--- src/rtl/multi_word_adder_sequencer_pkg.sv ---
// Shared constants for the multi-word adder sequencer: slice width and FSM encodings.
package multi_word_adder_sequencer_pkg;

    localparam int unsigned WORD_WIDTH = 32;

    localparam logic [1:0] ST_IDLE = 2'd0;
    localparam logic [1:0] ST_RUN  = 2'd1;
    localparam logic [1:0] ST_DONE = 2'd2;

endpackage

--- src/rtl/multi_word_adder_sequencer_lacg.sv ---
// 32-bit look-ahead carry adder: 4-bit lookahead groups chained by group carries.
module Look_Ahead_Carry_Generator_32_Bit (
    input  logic [31:0] A,
    input  logic [31:0] B,
    input  logic        Carry_In,
    output logic [31:0] Sum,
    output logic        Carry_Out
);

    logic [31:0] g;
    logic [31:0] p;
    logic [32:0] c;
    logic [3:0]  gs;
    logic [3:0]  ps;
    logic        ci;

    always_comb begin
        g    = A & B;
        p    = A ^ B;
        c    = '0;
        c[0] = Carry_In;
        gs   = '0;
        ps   = '0;
        ci   = 1'b0;
        for (int unsigned grp = 0; grp < 8; grp++) begin
            gs = g[4*grp +: 4];
            ps = p[4*grp +: 4];
            ci = c[4*grp];
            c[4*grp+1] = gs[0] | (ps[0] & ci);
            c[4*grp+2] = gs[1] | (ps[1] & gs[0]) | (ps[1] & ps[0] & ci);
            c[4*grp+3] = gs[2] | (ps[2] & gs[1]) | (ps[2] & ps[1] & gs[0])
                       | (ps[2] & ps[1] & ps[0] & ci);
            c[4*grp+4] = gs[3] | (ps[3] & gs[2]) | (ps[3] & ps[2] & gs[1])
                       | (ps[3] & ps[2] & ps[1] & gs[0])
                       | (ps[3] & ps[2] & ps[1] & ps[0] & ci);
        end
        Sum       = p ^ c[31:0];
        Carry_Out = c[32];
    end

endmodule

--- src/rtl/multi_word_adder_sequencer.sv ---
// Wide add/subtract over WORDS 32-bit slices, LSB first, through one shared 32-bit adder.
module multi_word_adder_sequencer
    import multi_word_adder_sequencer_pkg::*;
#(
    parameter int unsigned WORDS = 4
) (
    input  logic                        Clock,
    input  logic                        Reset,
    input  logic                        Start_Valid_In,
    output logic                        Start_Ready_Out,
    input  logic [WORD_WIDTH*WORDS-1:0] Data_A_In,
    input  logic [WORD_WIDTH*WORDS-1:0] Data_B_In,
    input  logic                        Carry_In,
    input  logic                        Sub_Mode_In,
    output logic [WORD_WIDTH*WORDS-1:0] Sum_Out,
    output logic                        Carry_Out,
    output logic                        Overflow_Out,
    output logic                        Result_Valid_Out,
    input  logic                        Result_Ready_In
);

    localparam int unsigned W     = WORD_WIDTH * WORDS;
    localparam int unsigned IDX_W = $clog2(WORDS);
    localparam logic [IDX_W-1:0] LAST_IDX = IDX_W'(WORDS - 1);

    logic [1:0]            state;
    logic [W-1:0]          a_sh;
    logic [W-1:0]          b_sh;
    logic [W-1:0]          result;
    logic                  carry_reg;
    logic [IDX_W-1:0]      idx;
    logic [WORD_WIDTH-1:0] slice_sum;
    logic                  slice_cout;

    Look_Ahead_Carry_Generator_32_Bit u_adder (
        .A         (a_sh[WORD_WIDTH-1:0]),
        .B         (b_sh[WORD_WIDTH-1:0]),
        .Carry_In  (carry_reg),
        .Sum       (slice_sum),
        .Carry_Out (slice_cout)
    );

    always_ff @(posedge Clock) begin
        if (Reset) begin
            state        <= ST_IDLE;
            a_sh         <= '0;
            b_sh         <= '0;
            result       <= '0;
            carry_reg    <= 1'b0;
            idx          <= '0;
            Carry_Out    <= 1'b0;
            Overflow_Out <= 1'b0;
        end else begin
            case (state)
                ST_IDLE: begin
                    if (Start_Valid_In) begin
                        a_sh      <= Data_A_In;
                        b_sh      <= Sub_Mode_In ? ~Data_B_In : Data_B_In;
                        carry_reg <= Sub_Mode_In | Carry_In;
                        idx       <= '0;
                        state     <= ST_RUN;
                    end
                end
                ST_RUN: begin
                    // Operands drain from the bottom while results enter at the top,
                    // so slice 0 ends up in the low word after WORDS steps.
                    result    <= {slice_sum, result[W-1:WORD_WIDTH]};
                    a_sh      <= a_sh >> WORD_WIDTH;
                    b_sh      <= b_sh >> WORD_WIDTH;
                    carry_reg <= slice_cout;
                    idx       <= idx + 1'b1;
                    if (idx == LAST_IDX) begin
                        Carry_Out    <= slice_cout;
                        Overflow_Out <= (a_sh[WORD_WIDTH-1] == b_sh[WORD_WIDTH-1]) &&
                                        (slice_sum[WORD_WIDTH-1] != a_sh[WORD_WIDTH-1]);
                        idx          <= '0;
                        state        <= ST_DONE;
                    end
                end
                ST_DONE: begin
                    if (Result_Ready_In) begin
                        state <= ST_IDLE;
                    end
                end
                default: state <= ST_IDLE;
            endcase
        end
    end

    assign Sum_Out          = result;
    assign Start_Ready_Out  = (state == ST_IDLE) && !Reset;
    assign Result_Valid_Out = (state == ST_DONE);

endmodule

--- config.mk ---
export PLATFORM = sky130hd
export DESIGN_NAME = multi_word_adder_sequencer
export DESIGN_NICKNAME = d
export VERILOG_FILES = /design/src/rtl/multi_word_adder_sequencer_pkg.sv /design/src/rtl/multi_word_adder_sequencer_lacg.sv /design/src/rtl/multi_word_adder_sequencer.sv
export SDC_FILE = /design/constraint.sdc
export NUM_CORES = 1
export LEC_CHECK = 0
export BUFFER_PORTS_ARGS = -buffer_cell sky130_fd_sc_hd__buf_2
export CAP_MARGIN = 10
export CORE_UTILIZATION = 54
export CTS_CLUSTER_DIAMETER = 200
export DETAILED_ROUTE_END_ITERATION = 16
export PLACE_DENSITY = 0.82
export SYNTH_ARGS = -nofsm -noshare
export SYNTH_HDL_FRONTEND = slang
export SYNTH_SLANG_ARGS = --single-unit
--- constraint.sdc ---
create_clock -name Clock -period 3.9 [get_ports Clock]
set_input_delay 0.39 -clock Clock [delete_from_list [all_inputs] [get_ports Clock]]
set_output_delay 0.39 -clock Clock [all_outputs]
set_load 0.1 [all_outputs]
Word-level counts from Yosys, hierarchy flattened
Index checks and enable logic that the tools add are counted.

storage, ports and cells
  register bits after elaboration = 391
  latch bits = 0
  bits in writable memories = 0
  ROM bits = 0
  input bits = 262
  output and inout bits = 132
  word-level logic and storage cells = 252
  memories kept = 0

cells by class
  add/sub/neg operators = 1
  $mul = 0
  div/mod/pow operators = 0
  $lt $le $gt $ge = 0
  eq/ne operators = 8
  shift-type cells = 0
  multiplexer cells = 14
  bitwise gates (word level) = 213
  reduce and logical (&&, ||, !) cells = 8

operators with widths
  operator             count
  $pmux 128 s2         2
  $mux 128             3
  $and 1x1->1          128
  $not 128->128        1
  $or 1x1->1           81
  $xor 32x32->32       2
  $and 32x32->32       1
  $mux 2               5
  $pmux 2 s3           1
  $eq 2x2->1 const B   2
  $ne 2x2->1 const B   2
  $pmux 2 s2           1
  $reduce_and 2->1     2
  $reduce_and 3->1     1
  $add 2x1->2 const B  1
  $eq 2x1->1 const B   1
  $logic_and 1x1->1    2
  $logic_not 2->1      1
  $ne 2x1->1 const B   1
  $pmux 1 s2           1
  $reduce_bool 2->1    1
  $eq 1x1->1           1
  $logic_not 1->1      1
  $mux 1               1
  $ne 1x1->1           1

Depth between registers and ports, before layout
Gate-level depths: netlist of the first run.

  depth in word-level cells = 23
  gate-level depth with buffers = 11
  depth with buffers taken out = 11

Cells and area by module
Synthesis of the first run repeated with hierarchy kept, for this count alone.

unflattened totals
  cells, all modules = 2,076
  area, all modules = 17,735.8 um^2

by module, submodules not included
  module                             instances  cells each  area an instance (um^2)  seq. area each (um^2)
  multi_word_adder_sequencer         1          1,916       16,355.7                 7,827.5
  Look_Ahead_Carry_Generator_32_Bit  1          160         1,380.1                  0.0

Worst setup path before layout of the first run
No wires, ideal clock.

  path kind = reg-to-output
  start = register state[0]
  end = output Start_Ready_Out
  arrival = 2,942 ps
  slack = 568 ps
  cell stages (with the launch flop) = 5
  path buffers = 3
  path through = dfxtp_1 -> clkbuf_1 -> clkbuf_1 -> buf_1 -> nor3_1

on the way
  cells in the longest elaborated chain, start to end = 2

ends and longest elaborated chain
  what                    RTL line                          source
  from (decl)             multi_word_adder_sequencer.sv:26  logic [1:0] state;
  from (signal assigned)  multi_word_adder_sequencer.sv:45  state <= ST_IDLE;
  from (signal assigned)  multi_word_adder_sequencer.sv:61  state <= ST_RUN;
  from (signal assigned)  multi_word_adder_sequencer.sv:77  state <= ST_DONE;
  $logic_not 2->1         multi_word_adder_sequencer.sv:91  assign Start_Ready_Out = (state == ST_IDLE) && !Reset;
  $logic_and 1x1->1       multi_word_adder_sequencer.sv:91
  to (decl)               multi_word_adder_sequencer.sv:10  output logic Start_Ready_Out,

No other way between the ends.

Final worst setup path of the first run
  start = register a_sh[2]
  end = register result[124] (netlist: Sum_Out[124])

on the way
  cells in the longest elaborated chain, start to end = 19

ends and longest elaborated chain
  what                                                    RTL line                                                                                                             source
  from (decl)                                             multi_word_adder_sequencer.sv:27                                                                                     logic [W-1:0] a_sh;
  from (signal assigned)                                  multi_word_adder_sequencer.sv:57                                                                                     a_sh <= Data_A_In;
  from (signal assigned)                                  multi_word_adder_sequencer.sv:68                                                                                     a_sh <= a_sh >> WORD_WIDTH;
  $and 32x32->32 or $xor 32x32->32 (tied branches)        multi_word_adder_sequencer_lacg.sv:18, multi_word_adder_sequencer_lacg.sv:19
  $and 1x1->1 (on tied branches)                          multi_word_adder_sequencer_lacg.sv:33, multi_word_adder_sequencer_lacg.sv:34, multi_word_adder_sequencer_lacg.sv:35
  $or 1x1->1, or another cell as far along (2 in series)  multi_word_adder_sequencer_lacg.sv:33                                                                                c[4*grp+4] = gs[3] | (ps[3] & gs[2]) | (ps[3] & ps[2] & gs[1])
  $or 1x1->1 or $and 1x1->1 (tied branches)               multi_word_adder_sequencer_lacg.sv:34, multi_word_adder_sequencer_lacg.sv:35
  $or 1x1->1 (*)                                          multi_word_adder_sequencer_lacg.sv:35                                                                                | (ps[3] & ps[2] & ps[1] & ps[0] & ci);
  $and 1x1->1 (*)                                         multi_word_adder_sequencer_lacg.sv:35
  $or 1x1->1 (*)                                          multi_word_adder_sequencer_lacg.sv:35
  $and 1x1->1 (*)                                         multi_word_adder_sequencer_lacg.sv:35
  (+3 left out)                                           --
  $and 1x1->1 (*)                                         multi_word_adder_sequencer_lacg.sv:35
  $or 1x1->1 (*)                                          multi_word_adder_sequencer_lacg.sv:35
  $and 1x1->1 (*)                                         multi_word_adder_sequencer_lacg.sv:35
  $or 1x1->1 (*)                                          multi_word_adder_sequencer_lacg.sv:35
  $and 1x1->1 (*)                                         multi_word_adder_sequencer_lacg.sv:35
  $or 1x1->1 (*)                                          multi_word_adder_sequencer_lacg.sv:35
  $xor 32x32->32 (*)                                      multi_word_adder_sequencer_lacg.sv:37                                                                                Sum = p ^ c[31:0];
  via slice_sum[28]                                       multi_word_adder_sequencer.sv:32                                                                                     logic [WORD_WIDTH-1:0] slice_sum;
  to (signal assigned)                                    multi_word_adder_sequencer.sv:67                                                                                     result <= {slice_sum, result[W-1:WORD_WIDTH]};
  to (decl)                                               multi_word_adder_sequencer.sv:29                                                                                     logic [W-1:0] result;

The timed path passes the listed nets; every way through them passes the cells marked *.
A chain may end at the register's enable or synchronous reset.

==> results of run 1 <==
layer usage:
layer | global-route usage | vias up
li1 | - | 7618
met1 | 0.401 | 7445
met2 | 0.471 | 776
met3 | 0.0540 | 141
met4 | 0.157 | 10
met5 | 0 | -
power groups by stage:
stage,Sequential [mW],Clock (mW),Combinational [mW]
after global placement,4.52,0,1.74
after detailed placement,4.53,0,1.77
after floorplan,4.75,0,1.03
after CTS,4.45,3.97,1.78
final,4.45,3.92,1.79
after global routing,4.48,4.15,1.93
how the worst min path moves through the flow:
| stage | start | to | slack, ns | cells past startpoint |
|---|---|---|---|---|
| finish | Data_A_In[112] | a_sh[112] | 0.1 | 3 |
| global route | Data_A_In[101] | a_sh[101] | 0.11 | 3 |
| CTS | Data_A_In[115] | a_sh[115] | 0.09 | 3 |
| detailed placement | Sum_Out[27] | Sum_Out[27] | 0.44 | 2 |
| global placement | Sum_Out[27] | Sum_Out[27] | 0.44 | 2 |
| floorplan | b_sh[32] | b_sh[0] | 0.47 | 2 |
through the flow:
step	worst slack, ns	power, mW	util	cell area (µm²)
after CTS	0.867	10.2	0.657	20800
after global placement	0.947	6.26	0.615	19500
final	0.858	10.2	0.658	20800
after global routing	0.679	10.6	0.658	20800
after detailed placement	0.910	6.30	0.615	19500
after floorplan	0.568	5.78	-	17400
Yosys cell counts (2+ instances only):
library cell / n
o21bai_1: 6
xor2_1: 130
a222oi_1: 96
a21o_1: 11
dfxtp_1: 391
fa_1: 8
a31oi_1: 4
o221a_2: 96
inv_1: 16
ha_1: 33
o21ai_0: 8
nand3_1: 5
nor3_1: 9
a211oi_1: 15
nand3b_1: 2
nor2_1: 288
a21oi_2: 2
buf_1: 13
clkbuf_1: 175
a21oi_1: 231
nand2_1: 234
a211o_1: 4
or2_2: 2
nand2b_1: 4
and3_1: 4
xnor2_1: 14
a22oi_1: 65
buf_2: 2
nor2b_1: 99
nor4b_1: 3
nand4_1: 3
kinds of logic after synthesis:
kind of cell / count (synthesis)
buffers and inverters: 206
and+or+nand+nor: 660
DFF: 391
muxes: 1
AOI/OAI and AO/OA: 549
adders and majority gates: 41
xor gates and xnor gates: 144
cell type report:
class	instances	area, µm²
Timing Repair Buffer	413	2180
Clock buffer	61	1180
Sequential cell	391	7840
Multi-Input combinational cell	1395	8870
Fill cell	2591	10800
Tap cell	402	503
Antenna cell	12	30.0
Clock inverter	10	165
Inverter	16	61.3
worst max-delay path, stage by stage (launching register included):
cell and delay (ns):
dfxtp_1 0.31, ha_1 0.34, and3_1 0.17, a2111o_1 0.25, nand3_2 0.18, a2111oi_4 0.43
nor2_1 0.13, a211o_1 0.32, o21bai_1 0.18, fa_1 0.43, nand2_1 0.08, a21oi_1 0.06
==> metrics.yaml, run 1 <==
worstSetupPathType: "register to register"
cts_tree: "yes"
worstMarginPinSlew_ns: 1.11
finalSetupViolations: 0
ir_drop_uv: 296
r2r_cells: 11
mostFrequentLayoutCell: "buf_2"
core_um2: 31600
post-route-drc-count: 0
synth_top_area_frac: 0.449
setup.worst_path.start_class: "register"
dr.pass1.iters: 10
synth-xor-area-share: 0.0723
cts-htree-levels: 2
pwr_density_cell_nw_per_um2: 488
routed_wl_um: 51400
layout_min_cycle_time_ns: 3.04
hold_buffers: 0
synthSimpleGateAreaFrac: 0.163
critPathLaunch: "a_sh[2]"
via_per_inst: 5.92
grt_max_degree: 151
layout_common_cells: "buf_2, dfxtp_1, nor2_1, nand2_1, a21oi_1"
combPwrFrac: 0.176
period_share: 0.780
swShare: 0.288
cts.clk_slew.worst_paths_ns: 0.06
cts.sinks: 391
gr-total-overflow: 0
die_w_um: 182
synth_top_family_by_area: "compound AO/OA/AOI/OAI gates"
relSlewSlack: 0.263
crit_end: "Sum_Out[124]"
grt_pass1_vias: 14800
dp_hpwl_um: 35500
vias: 16000
ys_ff_latch: 391
synth_edf_count: 0
synth_ff_type: "dfxtp_1"
portBuffers: 393
syn_avg_cell_area_um2: 8.76
wire_per_inst_um: 19.0
die_h_um: 182
rows: 65
r2r_slack_ns: 0.86
grt_pass1_wl_um: 79700
timing.rr.end: "Sum_Out[124]"
wl_met2_um: 23300
clk_latency_ns: 0.53
gp_congestion: 0.914
cts_max_path_buffers: 3
p_int_mw: 7.24
worstPathRequired_ns: 4.28
rsz0062_at_grt: "false"
start_util: 0.551
finalNonFillerCells: 2700
placed_cells: 2617
fin_tns_setup_ns: 0
die_area_um2: 33000
grt_antenna_before_repair: 17
maxCapViolations: 0
clockPowerShare: 0.386
end_kind: "register"
seqPwrFrac: 0.438
whs_ns: 0.0997
final_hold_viol_count: 0
drive_above_1_share: 0.256
fin_nets: 2560
arrival_ns: 3.42
power_switching_mw: 2.93
outcome: "finished, final reports clean"
syn_inst: 1992
finalClockSkew_ns: 0.0184
synth.area.mux_share: 0.000574
yosysWarnings: 0
numCtsBuffers: 40
crit_fanout: 4
max_freq_ghz: 0.329
drt_iter0_drc: 1641
cts_root_buf: "clkbuf_16"
synth_compound_area_frac: 0.238
area_growth_pct: 19.4
drv_slew: 0
synth_area_leaders: "dfxtp_1, a21oi_1, xor2_1, nor2_1, o221a_2"
synthesis.nets: 2295
ctsResizeCount: 0
netlist.top_cell.by_area: "dfxtp_1"
synthAdderAreaFrac: 0.0329
met1_length_um: 21600
p_leak_nw: 9.02
r2r-start: "a_sh[2]"
top_layer_used: "met5"
hold_path.class: "input port to register"
synth-seq-area-share: 0.449
yosysUniqueCellTypes: 50
synth_area_um2: 17400
async_flop_share: 0
track_usage: 0.302
io_pins: 394
dr_wl_met3_um: 4050
post-cts-setup-buffer-count: 0
route.antenna.remaining_nets: 0
Power figures use the tool's default switching activity.
==> run 2: changes to the inputs <==
==> constraint.sdc (replaced) <==
create_clock -name Clock -period 2.9 [get_ports Clock]
set_input_delay 0.29 -clock Clock [delete_from_list [all_inputs] [get_ports Clock]]
set_output_delay 0.29 -clock Clock [all_outputs]
set_load 0.1 [all_outputs]
==> run 2 against run 1 <==
- sequential share of layout area decreased by 1.0 points
- largest cell class unchanged
- count of clock-buffer cells in the layout rose by 7
- setup slack got worse by 0.84 ns
- utilization grew 2.1 points
- register-to-register slack worse by 0.84 ns
==> metrics.yaml, run 2 (synthesis gave the netlist of run 1 again) <==
r2r-start: "b_sh[11]"
cts-htree-levels: 2
worstPathRequired_ns: 3.31
drt_iter0_drc: 1603
worstMarginPinSlew_ns: 1.16
max_stage_delay_ns: 0.45
die_w_um: 182
setup_ws_ns: 0.0188
nFillCells: 2469
clk_latency_ns: 0.54
arrival_ns: 3.29
cts_root_buf: "clkbuf_16"
crit_path_top_delay_cell: "fa_1"
pwr_density_cell_nw_per_um2: 648
outcome: "finished, final reports clean"
route.antenna.remaining_nets: 0
setup.worst_path.start_class: "register"
numCtsBuffers: 43
r2r_slack_ns: 0.02
worstSetupPathType: "register to register"
dp_hpwl_um: 35600
path_cells: "ha_4 > nand3_4 > nor3_4 > nand3_4 > a2111oi_4 > nor2_2 > a211o_1 > o21bai_1 > fa_1 > nand2_1 > a21oi_2"
drive_above_1_share: 0.275
grt_max_degree: 153
p_leak_nw: 9.25
grt_pass1_vias: 14800
area_growth_pct: 23.2
timing.rr.end: "Sum_Out[124]"
rows: 65
end_kind: "register"
maxCapViolations: 0
ir_drop_uv: 410
rsz0062_at_grt: "true"
start_util: 0.551
finalClockSkew_ns: 0.0192
post-route-drc-count: 0
layout_common_cells: "buf_2, dfxtp_1, nor2_1, nand2_1, a21oi_1"
gp_congestion: 0.916
cts.clk_slew.worst_paths_ns: 0.06
fin_nets: 2603
grt_antenna_before_repair: 9
hold_path.class: "input port to register"
crit_fanout: 5
via_per_inst: 5.91
track_usage: 0.302
layout_min_cycle_time_ns: 2.88
crit_end: "Sum_Out[124]"
cts_tree: "yes"
cts.sinks: 391
die_h_um: 182
gr-total-overflow: 0
period_share: 0.994
max_freq_ghz: 0.347
power.total_mw: 13.9
final_hold_viol_count: 0
portBuffers: 393
dp_slack_ns: -0.0214
io_pins: 394
grt_pass1_wl_um: 79800
routed_wl_um: 52200
mostFrequentLayoutCell: "buf_2"
dr.pass1.iters: 13
relSlewSlack: 0.224
vias: 16200
r2r_cells: 11
cts_max_path_buffers: 3
critPathLaunch: "b_sh[11]"
drv_slew: 0
crit_top_cell: "nand3_4"
finalSetupViolations: 0
wire_per_inst_um: 19.0
die_area_um2: 33000
core_um2: 31600
## run 2: final cells by class
cell class	count	area [µm²]	area share
tap	402	503	0.0234
clock inverter	12	124	0.00576
sequential	391	7860	0.366
inverter	16	61.3	0.00285
timing repair buffer	453	2600	0.121
clock buffer	68	1280	0.0596
multi-input combinational	1395	9030	0.420
antenna	9	22.5	0.00105
## run 2: per-stage QoR
step	std cells	hold slack [ns]	instance area [µm²]	util	setup TNS (ns)
2_1_floorplan	1992	0.438	17400	-	0
3_3_place_gp	2628	0.438	19600	0.620	0
3_5_place_dp	2628	0.445	19600	0.620	-0.0214
4_1_cts	2731	0.00194	21200	0.671	0
5_1_grt	2746	0.0202	21500	0.679	-0.170
6_report	2746	0.00671	21500	0.679	0
## run 2: report_power, final
part	switching (mW)	internal, mW	total, mW
logic	1.59	0.933	2.52
clock network	2.17	3.21	5.38
registers	0.286	5.73	6.02
## run 2: timing repair
item	CTS	global route
resized for setup	1	38
endpoints found under the setup margin	2	5
endpoints found under the hold margin	22	1
buffers inserted	1	5
hold buffers	22	1
pin swaps	1	14
gates cloned	0	0
## run 2: critical path, delay by kind of cell (launching register included)
kind	cells	cell delay (ns)
adders and majority gates	2	0.75
DFF	1	0.34
and+or+nand+nor	5	0.65
AOI/OAI and AO/OA	4	1.03
## run 2: worst min path at each step
stage               cells after the start  slack, ns            from           to
finish                                  3      0.007  Data_A_In[102]    a_sh[102]
global route                            3       0.02  Data_A_In[102]    a_sh[102]
CTS                                     3      0.002  Data_A_In[108]    a_sh[108]
detailed placement                      2       0.44     Sum_Out[31]  Sum_Out[31]
global placement                        2       0.44      Sum_Out[0]   Sum_Out[0]
floorplan                               2       0.44  Data_A_In[100]    a_sh[100]
## run 2: routing by layer
layer | track usage | wire, µm
met2 | 0.495 | 24600
met4 | 0.117 | 1820
met5 | 0 | 0
met1 | 0.395 | 21500
met3 | 0.0544 | 4190
